==> config.mk <==
export PLATFORM = sky130hd
export DESIGN_NAME = vit_trb_engine
export DESIGN_NICKNAME = d
export VERILOG_FILES = /design/src/rtl/vit_trb_engine_pkg.sv /design/src/rtl/vit_trb_engine.sv
export SDC_FILE = /design/constraint.sdc
export NUM_CORES = 1
export LEC_CHECK = 0
export BUFFER_PORTS_ARGS = -buffer_cell sky130_fd_sc_hd__buf_2
export CORE_MARGIN = 1
export CORE_UTILIZATION = 49
export CTS_BUF_LIST = sky130_fd_sc_hd__clkbuf_2 sky130_fd_sc_hd__clkbuf_4 sky130_fd_sc_hd__clkbuf_8
export DETAILED_ROUTE_END_ITERATION = 7
export HOLD_SLACK_MARGIN = 0.12
export PLACE_DENSITY = 0.78
export SYNTH_ARGS = -nofsm -noshare
export SYNTH_HDL_FRONTEND = slang
export SYNTH_SLANG_ARGS = --single-unit
export TNS_END_PERCENT = 100
==> constraint.sdc <==
create_clock -name iclk -period 2.57 [get_ports iclk]
set_clock_uncertainty 0.05 [all_clocks]
set_input_delay 0 -clock iclk [delete_from_list [all_inputs] [get_ports iclk]]
set_output_delay 0 -clock iclk [all_outputs]
set_load 0.02 [all_outputs]
==> src/rtl/vit_trb_engine_pkg.sv <==
// ============================================================================
//  Module   : vit_trb_engine_pkg
//  Purpose  : Shared types and constants for the Viterbi traceback engine.
//  Revision : 1.0
// ============================================================================
`default_nettype none

package vit_trb_engine_pkg;

  // Default decoder geometry; the engine itself is parameterised.
  localparam int c_STATE_W = 6;
  localparam int c_ADDR_W  = 8;

  typedef logic [c_STATE_W-1:0] trb_state_t;
  typedef logic [c_ADDR_W-1:0]  trb_addr_t;

  // Decision RAM read latency in enabled cycles.
  localparam int c_RD_LAT = 2;

  typedef enum logic [1:0] {
    ST_IDLE  = 2'd0,
    ST_FETCH = 2'd1,
    ST_FLUSH = 2'd2
  } trb_fsm_e;

endpackage

`default_nettype wire

==> src/rtl/vit_trb_engine.sv <==
// ============================================================================
//  Module   : vit_trb_engine
//  Purpose  : Walks the decision store backwards, one decoded bit per step.
//  Revision : 1.0
// ============================================================================
`default_nettype none

module vit_trb_engine
  import vit_trb_engine_pkg::*;
#(
  parameter int pSTATE_W = 6,
  parameter int pDATA_W  = 2**pSTATE_W,
  parameter int pADDR_W  = 8,
  parameter int pLEN_W   = pADDR_W + 1
) (
  input  logic                iclk,
  input  logic                ireset,
  input  logic                iclkena,
  input  logic                istart,
  input  logic [pADDR_W-1:0]  iend_addr,
  input  logic [pSTATE_W-1:0] istate,
  input  logic [pLEN_W-1:0]   ilen,
  input  logic [pLEN_W-1:0]   iskip,
  output logic [pADDR_W-1:0]  oraddr,
  input  logic [pDATA_W-1:0]  irdata,
  output logic                ordy,
  output logic                oval,
  output logic                odat,
  output logic                osop,
  output logic                oeop,
  output logic                odone,
  output logic [pSTATE_W-1:0] ostate
);

  trb_fsm_e            r_fsm;
  logic [pADDR_W-1:0]  r_addr;
  logic [pLEN_W-1:0]   r_cnt;
  logic [pLEN_W-1:0]   r_len;
  logic [pLEN_W-1:0]   r_skip;
  logic [pSTATE_W-1:0] r_st;
  logic [c_RD_LAT-1:0] r_pv;
  logic [pLEN_W-1:0]   r_pk [c_RD_LAT];
  logic                r_rdy, r_val, r_dat, r_sop, r_eop, r_done;
  logic [pSTATE_W-1:0] r_ostate;

  logic                w_issue;
  logic [pLEN_W-1:0]   w_k;
  logic                w_d;
  logic [pSTATE_W-1:0] w_nxt;
  logic                w_emit;
  logic                w_last;

  // Addresses never depend on state, so only bit selection sits in the loop.
  assign w_issue = (r_fsm == ST_FETCH);
  assign w_k     = r_pk[c_RD_LAT-1];
  assign w_d     = irdata[r_st];
  assign w_nxt   = {r_st[pSTATE_W-2:0], w_d};
  assign w_emit  = (w_k >= r_skip);
  assign w_last  = (w_k == r_len - (pLEN_W)'(1));

  always_ff @(posedge iclk or posedge ireset) begin
    if (ireset) begin
      r_fsm    <= ST_IDLE;
      r_addr   <= '0;
      r_cnt    <= '0;
      r_len    <= '0;
      r_skip   <= '0;
      r_st     <= '0;
      r_pv     <= '0;
      for (int i = 0; i < c_RD_LAT; i++) r_pk[i] <= '0;
      r_rdy    <= 1'b1;
      r_val    <= 1'b0;
      r_dat    <= 1'b0;
      r_sop    <= 1'b0;
      r_eop    <= 1'b0;
      r_done   <= 1'b0;
      r_ostate <= '0;
    end else if (iclkena) begin
      r_pv    <= {r_pv[c_RD_LAT-2:0], w_issue};
      r_pk[0] <= r_cnt;
      for (int i = 1; i < c_RD_LAT; i++) r_pk[i] <= r_pk[i-1];

      r_val  <= 1'b0;
      r_dat  <= 1'b0;
      r_sop  <= 1'b0;
      r_eop  <= 1'b0;
      r_done <= 1'b0;
      if (r_pv[c_RD_LAT-1]) begin
        r_st  <= w_nxt;
        r_val <= w_emit;
        r_dat <= w_emit & r_st[pSTATE_W-1];
        r_sop <= (w_k == r_skip);
        r_eop <= w_last & w_emit;
        if (w_last) begin
          r_done   <= 1'b1;
          r_ostate <= w_nxt;
        end
      end

      case (r_fsm)
        ST_IDLE: begin
          if (istart && (ilen != '0)) begin
            r_fsm  <= ST_FETCH;
            r_addr <= iend_addr;
            r_cnt  <= '0;
            r_st   <= istate;
            r_len  <= ilen;
            r_skip <= iskip;
            r_rdy  <= 1'b0;
          end
        end
        ST_FETCH: begin
          if (r_cnt == r_len - (pLEN_W)'(1)) begin
            r_fsm <= ST_FLUSH;
          end else begin
            r_addr <= r_addr - (pADDR_W)'(1);
            r_cnt  <= r_cnt + (pLEN_W)'(1);
          end
        end
        ST_FLUSH: begin
          // The final step has just been emitted; nothing is left in flight.
          if (r_done) begin
            r_fsm <= ST_IDLE;
            r_rdy <= 1'b1;
          end
        end
        default: r_fsm <= ST_IDLE;
      endcase
    end
  end

  assign oraddr = r_addr;
  assign ordy   = r_rdy;
  assign oval   = r_val;
  assign odat   = r_dat;
  assign osop   = r_sop;
  assign oeop   = r_eop;
  assign odone  = r_done;
  assign ostate = r_ostate;

endmodule

`default_nettype wire

==> results by group, run 1 <==
Worst hold path
  – Worst Hold End: ordy
  – Hold depth: 6
  – Worst hold start: istart
  – Hold/Removal Path Class: primary input to flop

Synth
  – Top cells by area, synth: dfrtp_1, mux4_2, mux2_2, nand2_1, o21ai_0
  – Post-synth EDFFs: 0
  – Seq/Total Area, Yosys: 42.6%
  – Synth area leader: dfrtp_1
  – Synth Area per Inst: 10.1 sq um
  – Yosys cell types: 53
  – Ys Warns: 0
  – Top cell type's share of synthesized area: 42.0%
  – Top cells by count, synth: dfrtp_1, nand2_1, o21ai_0
  – Synth Instances: 438
  – Synthesized flop and latch total: 75
  – Mapped cell area: 4410 sq um
  – Asr flop ratio synth: 100%
  – Mapped Nets: 550
  – Most common cell in the netlist: dfrtp_1
  – Main synth FF type: dfrtp_1

Worst setup path
  – Worst reg2reg path depth: 10
  – R2R Setup Slk: -0.08 ns
  – Startpoint type of the worst setup path: flop
  – Critical path class: flop to flop
  – Arr. time, crit path: 2.89 ns
  – Worst setup path start: r_len[0]
  – Req. time, crit path: 2.81 ns
  – Crit-path max FO: 9
  – Reg2reg start: r_len[0]
  – RR Endpoint: r_cnt[5]
  – Worst setup EP type: flop

Clock network
  – TritonCTS clock tree: yes
  – Clock Pin Slew Worst Setup and Hold Paths: 0.08 ns
  – Clock Latency Late Sink: 0.36 ns
  – CTS Buf Count: 9
  – CTS H-Tree Depth: 3
  – Clock sinks: 75
  – Root buffer cell: clkbuf_8
  – Max clock buf depth: 2

Global route
  – Total track usage: 26.2%
  – Total grt overflow: 0
  – First-pass GRT wire length: 19.7 mm
  – Vias in the first global route: 4119
  – Pin count of the biggest net entering global routing: 76
  – Initial antenna violation count: 0

Power
  – Static leakage: 2.86 nW
  – Flop pwr share: 34.2%
  – Power, Total: 6.21 mW
  – Power per cell area: 1030 nW/um^2
  – Sw Pwr: 2.58 mW
  – Internal power: 3.63 mW
  – Clock power frac: 15.1%
  – Switching share of total power: 41.5%
  – Comb power frac: 50.7%
  – Maximum VDD drop: 0.518 mV

Die
  – Starting density of the core: 50.6%
  – Die Wd: 96.9 microns
  – Core area: 8720 sq um
  – Site Rows: 34
  – Boundary Pins: 120
  – Die area: 9390 sq um
  – Die height: 96.9 microns

Timing
  – Slew Viols, Final: 0
  – Final Hold Violating Endpoints: 0
  – RSZ-0062 raised after global routing: yes
  – Tmin final: 2.65 ns
  – Relative slew slack: 28.0%
  – Highest clock rate: 377 MHz
  – Slew of the pin with the lowest slew margin: 1.08 ns
  – Tcrit/Tclk final: 103%
  – Post-route worst setup slack: -0.0845 ns
  – Setup TNS: -0.782 ns
  – Final setup viols: 14

Detailed routing
  – Wire per inst: 17.2 microns
  – Antenna-violating nets left: 0
  – DR iter-0 viols: 222
  – Vias: 4105
  – Final wirelength: 12.3 mm
  – Via/cell ratio: 5.73
  – Number of DRC violations after detailed routing: 0
  – TritonRoute pass-1 iters: 5

Layout
  – Area Overhead vs Synth: 36.0%
  – Share of cells above drive strength 1: 38.2%
  – Final net count: 715
  – # diodes: 0

Placement
  – Half-perimeter wire length after placement: 7.90 mm
  – Port Buf Inserts: 119
  – Gpl congestion: 0.903

Status
  – Status: finished with violations
  – Failing checks: negative setup slack

Run
  – MaxCap Viol Count: 0
-- metal layers --
layer  part of all wire (%)  GRT usage, %  vias to the layer above
met2                     51          46.0                      153
met3                    5.7          5.42                       21
met4                    2.0          8.61                        0
li1                       -             -                     1902
met1                     41          32.1                     2029
met5                      0             0                        -
-- power by group through the flow --
| stage | clock [mW] | sequential, mW | combinational (mW) |
|---|---|---|---|
| 5_1_grt | 0.997 | 2.19 | 3.44 |
| 6_report | 0.937 | 2.13 | 3.15 |
| 4_1_cts | 0.946 | 2.09 | 2.93 |
| 3_3_place_gp | 0 | 2.08 | 2.58 |
| 3_5_place_dp | 0 | 2.11 | 2.69 |
| 2_1_floorplan | 0 | 1.97 | 2.06 |
-- critical path: stages, from the launching register on --
cell,delay [ns]
dfrtp_1,0.41
buf_4,0.15
or4_4,0.46
buf_6,0.15
o21a_4,0.20
o211a_1,0.23
o21ai_4,0.19
o21ai_4,0.08
buf_12,0.16
or3_4,0.37
a21oi_2,0.13
-- through the flow --
| step | util [%] | std cells | worst slack, ns | area (sq um) | hold slack (ns) |
|---|---|---|---|---|---|
| 2_1_floorplan | - | 438 | 0.00639 | 4430 | 0.0554 |
| 3_3_place_gp | 59.4 | 656 | -0.00976 | 5180 | 0.154 |
| 3_5_place_dp | 59.4 | 656 | -0.0793 | 5180 | 0.157 |
| 4_1_cts | 67.1 | 712 | -0.00574 | 5850 | 0.160 |
| 5_1_grt | 68.8 | 716 | -0.149 | 6000 | 0.222 |
| 6_report | 68.8 | 716 | -0.0845 | 6000 | 0.185 |
-- logic make-up (layout without fill, tap and decap cells) --
| family | after synthesis | in the layout | share of synthesized area [%] |
|---|---|---|---|
| flip-flops | 75 | 75 | 42.6 |
| AO/OA/AOI/OAI | 97 | 97 | 13.1 |
| XOR/XNOR | 24 | 24 | 5.08 |
| buffers and inverters | 49 | 219 | 4.88 |
| multiplexers | 47 | 47 | 15.9 |
| AND/OR/NAND/NOR | 134 | 134 | 15.1 |
| adder cells (fa/ha/maj) | 12 | 12 | 3.40 |
-- cell type report --
class	count	area, sq um
fill	659	2720
tap	108	135
clock inverter	5	62.6
sequential	75	1880
inverter	23	86.3
clock buffer	11	139
multi-input combinational	314	2490
timing repair buffer	180	1210
-- registers in the layout, summed over array words and instances, names as in the netlist --
signal	count
oraddr	8
ordy	1
oval	1
r_fsm	2
oeop	1
r_pv	2
r_pk	9
osop	1
r_cnt	9
r_st	6
r_len	9
ostate	6
w_k	9
odat	1
odone	1
r_skip	9
-- timing repair --
item,CTS,global route
hold endpoints to repair,110,0
pin swaps,10,10
gates cloned,1,0
endpoints found under the setup margin,13,24
resized for setup,11,37
setup buffers,5,4
hold buffers,34,0
-- worst max path at each step --
| stage | to | cells after the start |
|---|---|---|
| 5_1_grt | ostate[2] | 9 |
| 4_1_cts | ostate[1] | 8 |
| 3_3_place_gp | ostate[3] | 7 |
| 2_1_floorplan | oraddr[3] | 12 |
| 6_report | r_cnt[5] | 10 |
| 3_5_place_dp | ostate[1] | 7 |
-- placed cells by master, fill, tap and decap left out, drive strengths merged, types with 5 or more instances in the layout --
cell,Yosys,routed
a21oi,26,26
buf,13,146
clkbuf,13,11
dfrtp,74,74
dlygate4sd3,0,34
ha,12,12
inv,23,24
mux2,24,24
mux2i,7,7
mux4,16,16
nand2,50,50
nand2b,5,5
nand3,10,10
nand4,5,5
nor2,24,24
nor3,12,12
nor4,6,6
o21ai,40,40
o22ai,8,8
or3,11,11
xnor2,14,14
xor2,9,9
Note: power is estimated with default switching activity, not from simulation.
==> run 2, diff against run 1 <==
--- a/config.mk
+++ b/config.mk
@@ -7,11 +7,11 @@
 export LEC_CHECK = 0
 export BUFFER_PORTS_ARGS = -buffer_cell sky130_fd_sc_hd__buf_2
 export CORE_MARGIN = 1
-export CORE_UTILIZATION = 49
+export CORE_UTILIZATION = 59
 export CTS_BUF_LIST = sky130_fd_sc_hd__clkbuf_2 sky130_fd_sc_hd__clkbuf_4 sky130_fd_sc_hd__clkbuf_8
 export DETAILED_ROUTE_END_ITERATION = 7
 export HOLD_SLACK_MARGIN = 0.12
-export PLACE_DENSITY = 0.78
+export PLACE_DENSITY = 0.88
 export SYNTH_ARGS = -nofsm -noshare
 export SYNTH_HDL_FRONTEND = slang
 export SYNTH_SLANG_ARGS = --single-unit
==> constraint.sdc (replaced) <==
create_clock -name iclk -period 3.3 [get_ports iclk]
set_clock_uncertainty 0.05 [all_clocks]
set_input_delay 0 -clock iclk [delete_from_list [all_inputs] [get_ports iclk]]
set_output_delay 0 -clock iclk [all_outputs]
set_load 0.02 [all_outputs]
==> run 2 against run 1 <==
- the flow now finishes without violations
- flip-flop and latch count is the same
- clock-buffer cell count down 1
- via count up 0.95%
- critical path depth down 1
- global-route usage grew 7.6 points
- die area decreased by 17%
- critical endpoint is now r_cnt[0]
- largest power group unchanged
==> results by group, run 2 (synthesized netlist as in run 1, its figures left out) <==
Status
  – Status: finished, final reports clean

Worst setup path
  – CP delay by family, top: simple AND/OR/NAND/NOR gates
  – Number of cells on the critical path: 9
  – Crit path cell chain: inv_1 -> ha_1 -> nor4b_2 -> nand2_1 -> xnor2_1 -> or4_1 -> o21ai_2 -> nor3_1 -> a21o_1
  – Critical path class: flop to flop
  – Max stage delay on crit path: 0.60 ns
  – Crit-path max FO: 15
  – CP Buf/Inv Count: 1
  – Req. time, crit path: 3.49 ns
  – Worst reg2reg path depth: 9
  – Startpoint type of the worst setup path: flop
  – Slowest cell on the critical path: or4_1
  – Arr. time, crit path: 3.22 ns
  – Worst setup EP type: flop

Placement
  – Gpl congestion: 0.862
  – Port Buf Inserts: 119
  – DP Worst Slack: 0.250 ns
  – Half-perimeter wire length after placement: 8.22 mm
  – Post-Place Cells: 637

Worst hold path
  – Hold depth: 5
  – Hold/Removal Path Class: primary input to flop

Timing
  – Hold WS: 0.111 ns
  – RSZ-0062 raised after global routing: no
  – Slew Viols, Final: 0
  – Slew of the pin with the lowest slew margin: 0.957 ns
  – Highest clock rate: 331 MHz
  – Tmin final: 3.02 ns
  – Post-route worst setup slack: 0.278 ns
  – Relative slew slack: 36.1%
  – Tcrit/Tclk final: 91.6%
  – Setup TNS: 0 ns
  – Final Hold Violating Endpoints: 0
  – Final setup viols: 0

Run
  – MaxCap Viol Count: 0

Clock network
  – Clock Latency Late Sink: 0.35 ns
  – TritonCTS clock tree: yes
  – Root buffer cell: clkbuf_8
  – Clock Pin Slew Worst Setup and Hold Paths: 0.08 ns
  – CTS H-Tree Depth: 3
  – Clock sinks: 75
  – Max clock buf depth: 2
  – CTS Buf Count: 9

Global route
  – Initial antenna violation count: 0
  – Met3 Use GR: 8.86%
  – Total grt overflow: 0
  – Met1 Use GR: 39.9%
  – Vias in the first global route: 4203
  – Pin count of the biggest net entering global routing: 47
  – Met2 Resource Use GR: 55.9%
  – Busiest layer in global routing: met2
  – Total track usage: 33.8%
  – First-pass GRT wire length: 19.8 mm

Die
  – Die area: 7830 sq um
  – Site Rows: 31
  – Core area: 7250 sq um
  – Die Wd: 88.5 microns
  – Die height: 88.5 microns
  – Starting density of the core: 60.8%
  – Boundary Pins: 120

Layout
  – Most frequent cells in the layout: buf_2, dfrtp_1, nand2_1
  – Register Area: 1880 sq um
  – Fin cells: 690
  – Area Overhead vs Synth: 28.2%
  – Share of cells above drive strength 1: 32.7%
  – Final net count: 698
  – Multi-input logic area: 2340 sq um
  – Fillers: 460
  – # diodes: 0
  – Most common cell after layout, fill and taps aside: buf_2
  – Final Util: 78.0%

Power
  – Maximum VDD drop: 0.524 mV
  – Power per cell area: 806 nW/um^2
  – Static leakage: 2.74 nW

Detailed routing
  – DR iter-0 viols: 294
  – Wire per inst: 18.5 microns
  – Vias: 4144
  – Via/cell ratio: 6.01
  – Number of DRC violations after detailed routing: 0
  – TritonRoute pass-1 iters: 5
  – Final wirelength: 12.7 mm
  – Antenna-violating nets left: 0
run 2: changes by cell type in the layout (fill, tap and decap cells not counted), moves of 3 or more:
cell / previous run / this run
o21ai_1: 11 / 2
a21oi_1: 21 / 26
mux2_2: 18 / 24
a21oi_2: 5 / 0
or3_1: 8 / 11
buf_4: 20 / 7
o21ai_0: 24 / 36
buf_12: 3 / 0
buf_6: 3 / 0
mux2_4: 6 / 0
or3_4: 3 / 0
run 2: cell type report:
cell class / instances / share of cell area, %
Tap cell: 99 / 2.19
Inverter: 23 / 1.53
Multi-Input combinational cell: 315 / 41.3
Clock buffer: 10 / 2.43
Clock inverter: 6 / 1.53
Timing Repair Buffer: 162 / 17.8
Sequential cell: 75 / 33.2
run 2: path summary, 6_finish.rpt:
check / from / end / slack (ns)
worst max-delay path: r_len[0] / r_cnt[0] / 0.28
worst min-delay path: istart / ordy / 0.11
worst max register to register: r_len[0] / r_cnt[0] / 0.28
worst min register to register: r_pv[0] / r_pv[0] / 0.45
max in group asynchronous: ireset / r_st[0] / 2.02
min in group asynchronous: ireset / oraddr[5] / 0.37
run 2: tightest hold or removal path, cell delays in order:
cell	delay, ns
buf_2	0.11
o41ai_2	0.09
or3_1	0.12
a21oi_1	0.06
nor2_1	0.09
run 2: metrics by stage:
stage / total power, mW / area (sq um)
3_5_place_dp: 3.63 / 5060
3_3_place_gp: 3.47 / 5060
6_report: 4.56 / 5660
5_1_grt: 4.86 / 5660
2_1_floorplan: 3.12 / 4410
4_1_cts: 4.49 / 5640
run 2: timing repair:
item	4_1_cts	5_1_grt
setup buffers	0	0
hold endpoints to repair	77	0
resized for setup	0	1
hold buffers	36	0
endpoints found under the setup margin	0	3
run 2: per-layer routing:
layer,wire length (microns),up-vias
met5,0,-
met2,6580,243
li1,-,1871
met4,456,0
met1,4780,1977
met3,931,53
run 2: report_power, final:
| part | internal [mW] | total [mW] | leakage (nW) | switching [mW] |
|---|---|---|---|---|
| Combinational | 0.983 | 2.08 | 1.69 | 1.10 |
| Clock | 0.446 | 0.793 | 0.113 | 0.347 |
| Sequential | 1.24 | 1.69 | 0.936 | 0.454 |
